## config.mk

```make
export PLATFORM = sky130hd
export DESIGN_NAME = mem_port_arbiter
export DESIGN_NICKNAME = d
export VERILOG_FILES = /design/src/rtl/mem_port_arbiter.sv
export SDC_FILE = /design/constraint.sdc
export NUM_CORES = 1
export LEC_CHECK = 0
export CAP_MARGIN = 20
export CORE_AREA = 2 2 118 120
export CTS_CLUSTER_SIZE = 12
export DETAILED_ROUTE_END_ITERATION = 10
export DIE_AREA = 0 0 120 122
export HOLD_SLACK_MARGIN = 0.02
export MAX_ROUTING_LAYER = met4
export PLACE_DENSITY = 0.75
export SYNTH_ARGS = -nofsm -noshare
export SYNTH_HDL_FRONTEND = slang
export SYNTH_SLANG_ARGS = --single-unit
```

## constraint.sdc

```tcl
create_clock -name clk -period 2.84 [get_ports clk]
set_input_delay 0.426 -clock clk [delete_from_list [all_inputs] [get_ports clk]]
set_output_delay 0.426 -clock clk [all_outputs]
set_load 0.01 [all_outputs]
```

## src/rtl/mem_port_arbiter.sv

```systemverilog
// Three-way arbiter (loader, data, fetch) in front of a single-ported
// synchronous memory. One transaction in flight at a time; fixed read latency.
module mem_port_arbiter #(
  parameter int unsigned ADDR_W     = 10,
  parameter int unsigned DATA_W     = 32,
  parameter int unsigned RD_LAT     = 1,
  parameter int unsigned STARVE_MAX = 4
) (
  input  logic              clk,
  input  logic              rst_n,
  input  logic              l_req,
  input  logic              l_we,
  input  logic [ADDR_W-1:0] l_addr,
  input  logic [DATA_W-1:0] l_wdata,
  output logic              l_ack,
  input  logic              d_req,
  input  logic              d_we,
  input  logic [ADDR_W-1:0] d_addr,
  input  logic [DATA_W-1:0] d_wdata,
  output logic              d_ack,
  input  logic              i_req,
  input  logic [ADDR_W-1:0] i_addr,
  output logic              i_ack,
  output logic [DATA_W-1:0] rdata,
  output logic              mem_en,
  output logic              mem_we,
  output logic [ADDR_W-1:0] mem_addr,
  output logic [DATA_W-1:0] mem_wdata,
  input  logic [DATA_W-1:0] mem_rdata
);

  localparam int unsigned LAT_W = 3;
  localparam int unsigned CNT_W = 4;
  localparam logic [LAT_W-1:0] LAT_INIT    = LAT_W'(RD_LAT);
  localparam logic [CNT_W-1:0] STARVE_FULL = CNT_W'(STARVE_MAX);

  typedef enum logic [1:0] {S_IDLE, S_ISSUE, S_WAIT, S_RESP} state_e;
  typedef enum logic [1:0] {G_NONE, G_L, G_D, G_I} grant_e;

  state_e            state_q, state_d;
  grant_e            grant_q, grant_d;
  grant_e            win;
  logic [LAT_W-1:0]  lat_q, lat_d;
  logic [CNT_W-1:0]  starve_q, starve_d;
  logic              mem_en_q, mem_en_d;
  logic              mem_we_q, mem_we_d;
  logic [ADDR_W-1:0] mem_addr_q, mem_addr_d;
  logic [DATA_W-1:0] mem_wdata_q, mem_wdata_d;
  logic [DATA_W-1:0] rdata_q, rdata_d;
  logic              l_ack_q, l_ack_d;
  logic              d_ack_q, d_ack_d;
  logic              i_ack_q, i_ack_d;

  // Next-state, arbitration, starvation tracking and registered outputs.
  always_comb begin
    state_d     = state_q;
    grant_d     = grant_q;
    win         = G_NONE;
    lat_d       = lat_q;
    starve_d    = i_req ? starve_q : '0;
    mem_en_d    = mem_en_q;
    mem_we_d    = mem_we_q;
    mem_addr_d  = mem_addr_q;
    mem_wdata_d = mem_wdata_q;
    rdata_d     = rdata_q;
    l_ack_d     = 1'b0;
    d_ack_d     = 1'b0;
    i_ack_d     = 1'b0;

    unique case (state_q)
      S_IDLE: begin
        // L always first; a starved fetch overtakes D but never L.
        if (l_req)                                        win = G_L;
        else if (d_req && !(i_req && starve_q == STARVE_FULL)) win = G_D;
        else if (i_req)                                   win = G_I;

        if (i_req) begin
          if (win == G_I)                                   starve_d = '0;
          else if (win == G_D && starve_q != STARVE_FULL)   starve_d = starve_q + CNT_W'(1);
        end

        if (win != G_NONE) begin
          grant_d  = win;
          mem_en_d = 1'b1;
          state_d  = S_ISSUE;
          unique case (win)
            G_L: begin
              mem_we_d    = l_we;
              mem_addr_d  = l_addr;
              mem_wdata_d = l_wdata;
            end
            G_D: begin
              mem_we_d    = d_we;
              mem_addr_d  = d_addr;
              mem_wdata_d = d_wdata;
            end
            default: begin
              mem_we_d    = 1'b0;
              mem_addr_d  = i_addr;
              mem_wdata_d = '0;
            end
          endcase
        end
      end
      S_ISSUE: begin
        mem_en_d = 1'b0;
        mem_we_d = 1'b0;
        if (mem_we_q) begin
          state_d = S_RESP;
        end else begin
          lat_d   = LAT_INIT;
          state_d = S_WAIT;
        end
      end
      S_WAIT: begin
        lat_d = lat_q - LAT_W'(1);
        if (lat_q == LAT_W'(1)) begin
          rdata_d = mem_rdata;
          state_d = S_RESP;
        end
      end
      default: begin
        unique case (grant_q)
          G_L:     l_ack_d = 1'b1;
          G_D:     d_ack_d = 1'b1;
          G_I:     i_ack_d = 1'b1;
          default: ;
        endcase
        grant_d = G_NONE;
        state_d = S_IDLE;
      end
    endcase
  end

  // State and output registers with synchronous reset.
  always_ff @(posedge clk) begin
    if (!rst_n) begin
      state_q     <= S_IDLE;
      grant_q     <= G_NONE;
      lat_q       <= '0;
      starve_q    <= '0;
      mem_en_q    <= 1'b0;
      mem_we_q    <= 1'b0;
      mem_addr_q  <= '0;
      mem_wdata_q <= '0;
      rdata_q     <= '0;
      l_ack_q     <= 1'b0;
      d_ack_q     <= 1'b0;
      i_ack_q     <= 1'b0;
    end else begin
      state_q     <= state_d;
      grant_q     <= grant_d;
      lat_q       <= lat_d;
      starve_q    <= starve_d;
      mem_en_q    <= mem_en_d;
      mem_we_q    <= mem_we_d;
      mem_addr_q  <= mem_addr_d;
      mem_wdata_q <= mem_wdata_d;
      rdata_q     <= rdata_d;
      l_ack_q     <= l_ack_d;
      d_ack_q     <= d_ack_d;
      i_ack_q     <= i_ack_d;
    end
  end

  assign l_ack     = l_ack_q;
  assign d_ack     = d_ack_q;
  assign i_ack     = i_ack_q;
  assign rdata     = rdata_q;
  assign mem_en    = mem_en_q;
  assign mem_we    = mem_we_q;
  assign mem_addr  = mem_addr_q;
  assign mem_wdata = mem_wdata_q;

endmodule
```

==> results.txt <==
----------------------------------------------------
[Global routing]
  Vias in the first global route ... 4078
  Global-route wire length before repair ... ~20000 um
  Antenna violations before repair ... 1
  Largest net degree at the start of global routing ... between 50 and 60
  Final global-route overflow total ... 0
  Total global-route track usage ... 0.177

[Worst setup path]
  Data required time at the worst endpoint ... approximately 3100 ps
  Worst path bufs/invs ... 2
  Max stage delay cell, worst path ... sky130_fd_sc_hd__nor3_1
  Sequence of cells on the critical path ... inv_1 -> ha_1 -> and4b_1 -> nor3_1 -> ha_1 -> nor3b_4 -> buf_12 -> nand2_1 -> a31oi_1
  Worst path arrival time ... about 2700 ps
  CP top delay family ... simple AND/OR/NAND/NOR gates
  Setup CP Type ... flip-flop to flip-flop
  Launching element type of the critical path ... flip-flop
  Critical Path End Type ... flip-flop
  Most repeated library cell on the critical path ... sky130_fd_sc_hd__ha_1
  Crit-path max cell delay ... 390 ps
  Maximum fanout along the worst path ... 35

[Place]
  Placed Instance Area ... roughly 6200 um2
  Placer congestion estimate ... approximately 0.8
  Half-perimeter wire length after placement ... 9660 um
  Buffers added on ports ... 211

[Timing]
  Final count of negative-setup-slack endpoints ... 0
  Worst-margin pin slew ... 816 ps
  Post-route fraction of the period consumed by the critical path ... 0.862
  Worst Skew ... 10.2 ps
  Crit path time final ... 2450 ps
  Setup repair after global routing missed its margin ... false
  Count of endpoints failing hold in the final timing report ... 0
  Worst max-slew margin expressed relative to the limit ... 0.455
  Sum of negative setup slack ... 0 ps
  Highest clock frequency the design can meet ... 0.409 GHz
  Worst hold slack ... 413 ps
  Final slew viol count ... 0

[Cells and area]
  Post-layout instance area ... 6520 um2
  Count of filler cells inserted in the layout ... 1292
  Layout cells sized above 1 ... 0.0436
  Area grow syn2layout ... 65.7%
  Final nets ... 804

[Synthesis]
  Number of flops mapped to enable cells by yosys ... 0
  Largest cells by area after synthesis ... sky130_fd_sc_hd__dfxtp_1 (46%), sky130_fd_sc_hd__a22o_1 (9.4%), sky130_fd_sc_hd__nand2_1 (9.2%), sky130_fd_sc_hd__a22oi_1 (6.3%), sky130_fd_sc_hd__a21oi_1 (4.7%)
  Average cell area after synthesis ... approximately 8.4 um2
  Part of the Yosys area used for sequential elements ... 0.458
  Number of distinct standard cells referenced by the synthesized netlist ... 39
  YS warnings ... 0
  Synth top area share ... 0.458
  Yosys reg bits ... 90
  Instance count of the mapped netlist ... roughly 470
  Library cell with the highest instance count after synthesis ... sky130_fd_sc_hd__nand2_1
  Post-synthesis net count ... 610
  Commonest register cell after synthesis ... sky130_fd_sc_hd__dfxtp_1
  Largest area contributor in the netlist ... sky130_fd_sc_hd__dfxtp_1
  Share of async-settable or async-resettable flops after synthesis ... 0
  Cell area after synthesis ... 3930 um2
  Most instantiated cells after synthesis ... sky130_fd_sc_hd__nand2_1 (96), sky130_fd_sc_hd__dfxtp_1 (90), sky130_fd_sc_hd__a22o_1 (42), sky130_fd_sc_hd__nor2_1 (42), sky130_fd_sc_hd__a21oi_1 (37)

[Die]
  Die Footprint ... between 10000 and 15000 um2
  Ports ... ~210
  Row cnt ... 43
  Initial core utilization ... 0.291
  Core area ... approximately 14000 um2
  Die H ... 122 um
  Die X ... roughly 120 um

[CTS]
  CTS sink cnt ... 90
  Master cell of the clock root buffer ... sky130_fd_sc_hd__clkbuf_16
  Number of hold buffers added after CTS ... 0
  Register clock-pin slew on the reported worst setup and hold paths ... 70 ps
  CTS tree ... yes
  Clk buf depth ... 2
  Latest clock arrival within the worst-skew pair ... 340 ps
  Post-CTS sizing ... 0
  Total CTS buffers ... 9
  Post-CTS Setup Repair Bufs ... 0
  Count of H-tree levels built during CTS ... 3

[Pwr]
  Power density normalized to cell area ... 644 nW/um2
  Leakage ... 0.00239 uW
  Overall power ... roughly 4200 uW
  Max IR drop VDD ... 304 uV

[Detailed routing]
  Number of optimization iterations in the first detailed-route pass ... 6
  Antenna Nets Post-Route ... 0
  Number of vias per cell ... 4.89
  Final routed DRC violation total ... 0
  Via total after detailed routing ... 4134
  Detailed Route Iter0 Violations ... between 150 and 200
  Final WL ... 12700 um
  Routed wire per std cell ... about 15 um

[Job]
  Number of violations of the max-capacitance limit ... 0

[Hold path]
  Type of the worst min-delay path ... flip-flop to flip-flop

[Status]
  Run status ... finished clean

----------------------------------------------------
final timing paths:
path,start,cells past startpoint,to,slack [ps]
hold / removal,grant_q[1],1,l_ack,410
hold reg to reg,grant_q[1],1,l_ack,410
setup reg to reg,starve_q[0],9,mem_addr[0],390
setup / recovery,starve_q[0],9,mem_addr[0],390
cell type report:
type	count	area (um2)	area share
inverters	10	37.5	0.00576
repair buffers	223	2250	0.345
diodes	1	2.50	0.000384
flip-flops and latches	90	1800	0.277
multi-input cells	326	1900	0.292
well taps	180	225	0.0346
clock inverters	2	35.0	0.00538
clock buffers	14	264	0.0405
power breakdown:
group          total (uW)  internal, uW  leakage (uW)  switching (uW)
Combinational        1490           728       0.00152             760
Clock                1190           729      0.000147             462
Sequential           1520          1420      0.000730            94.8
per-stage QoR:
step,std cells,worst slack (ps),util
after floorplan,466,677,-
after global placement,829,231,0.460
after detailed placement,829,170,0.460
after CTS,845,408,0.482
after global routing,846,158,0.482
final,846,392,0.482
placed cells by master (no fill, tap or decap), drive strengths merged:
cell type      count
and3b              2
clkbuf            14
nor3b              2
a31oi             10
dfxtp             90
or3                1
clkinv             1
o21a               1
a21oi             37
nand3b             2
o21ai              2
buf               13
nor2              42
a211o              1
nor3               1
bufinv             1
mux2i              4
clkdlybuf4s50    210
o32a               1
nor4b              1
nor2b              4
o31ai              1
nand3             18
a22o              42
and4b              1
or4                2
a22oi             33
ha                11
o211a              1
nand2b             3
o2111ai            1
a21boi             2
nand2             96
and2               2
o22ai              2
diode              1
inv               10
sequential cells by signal, summed over array words and instances (netlist names):
register and cells:
l_ack 1, mem_addr 10, state_q 2, mem_wdata 32, i_ack 1, mem_en 1, mem_we 1, grant_q 2
rdata 32, d_ack 1, starve_q 4, lat_q 3
kinds of logic (layout without fill, tap and decap cells):
group / count (synthesis) / after routing / share of synthesized area
mux: 4 / 4 / 0.0102
compound gates: 134 / 134 / 0.242
simple gates: 177 / 177 / 0.195
other cells: 0 / 1 / 0
flops: 90 / 90 / 0.458
buf+inv: 50 / 249 / 0.0589
fa+ha+maj: 11 / 11 / 0.0350
per-layer routing:
| metal | part of all wire | vias to the layer above | GRT usage |
|---|---|---|---|
| met5 | 0 | - | - |
| met3 | 0.089 | 17 | 0.0632 |
| met4 | 0.019 | 0 | 0.0735 |
| met1 | 0.41 | 1910 | 0.184 |
| li1 | - | 2026 | - |
| met2 | 0.48 | 181 | 0.306 |
No activity file was read; power rests on OpenSTA's default activity.
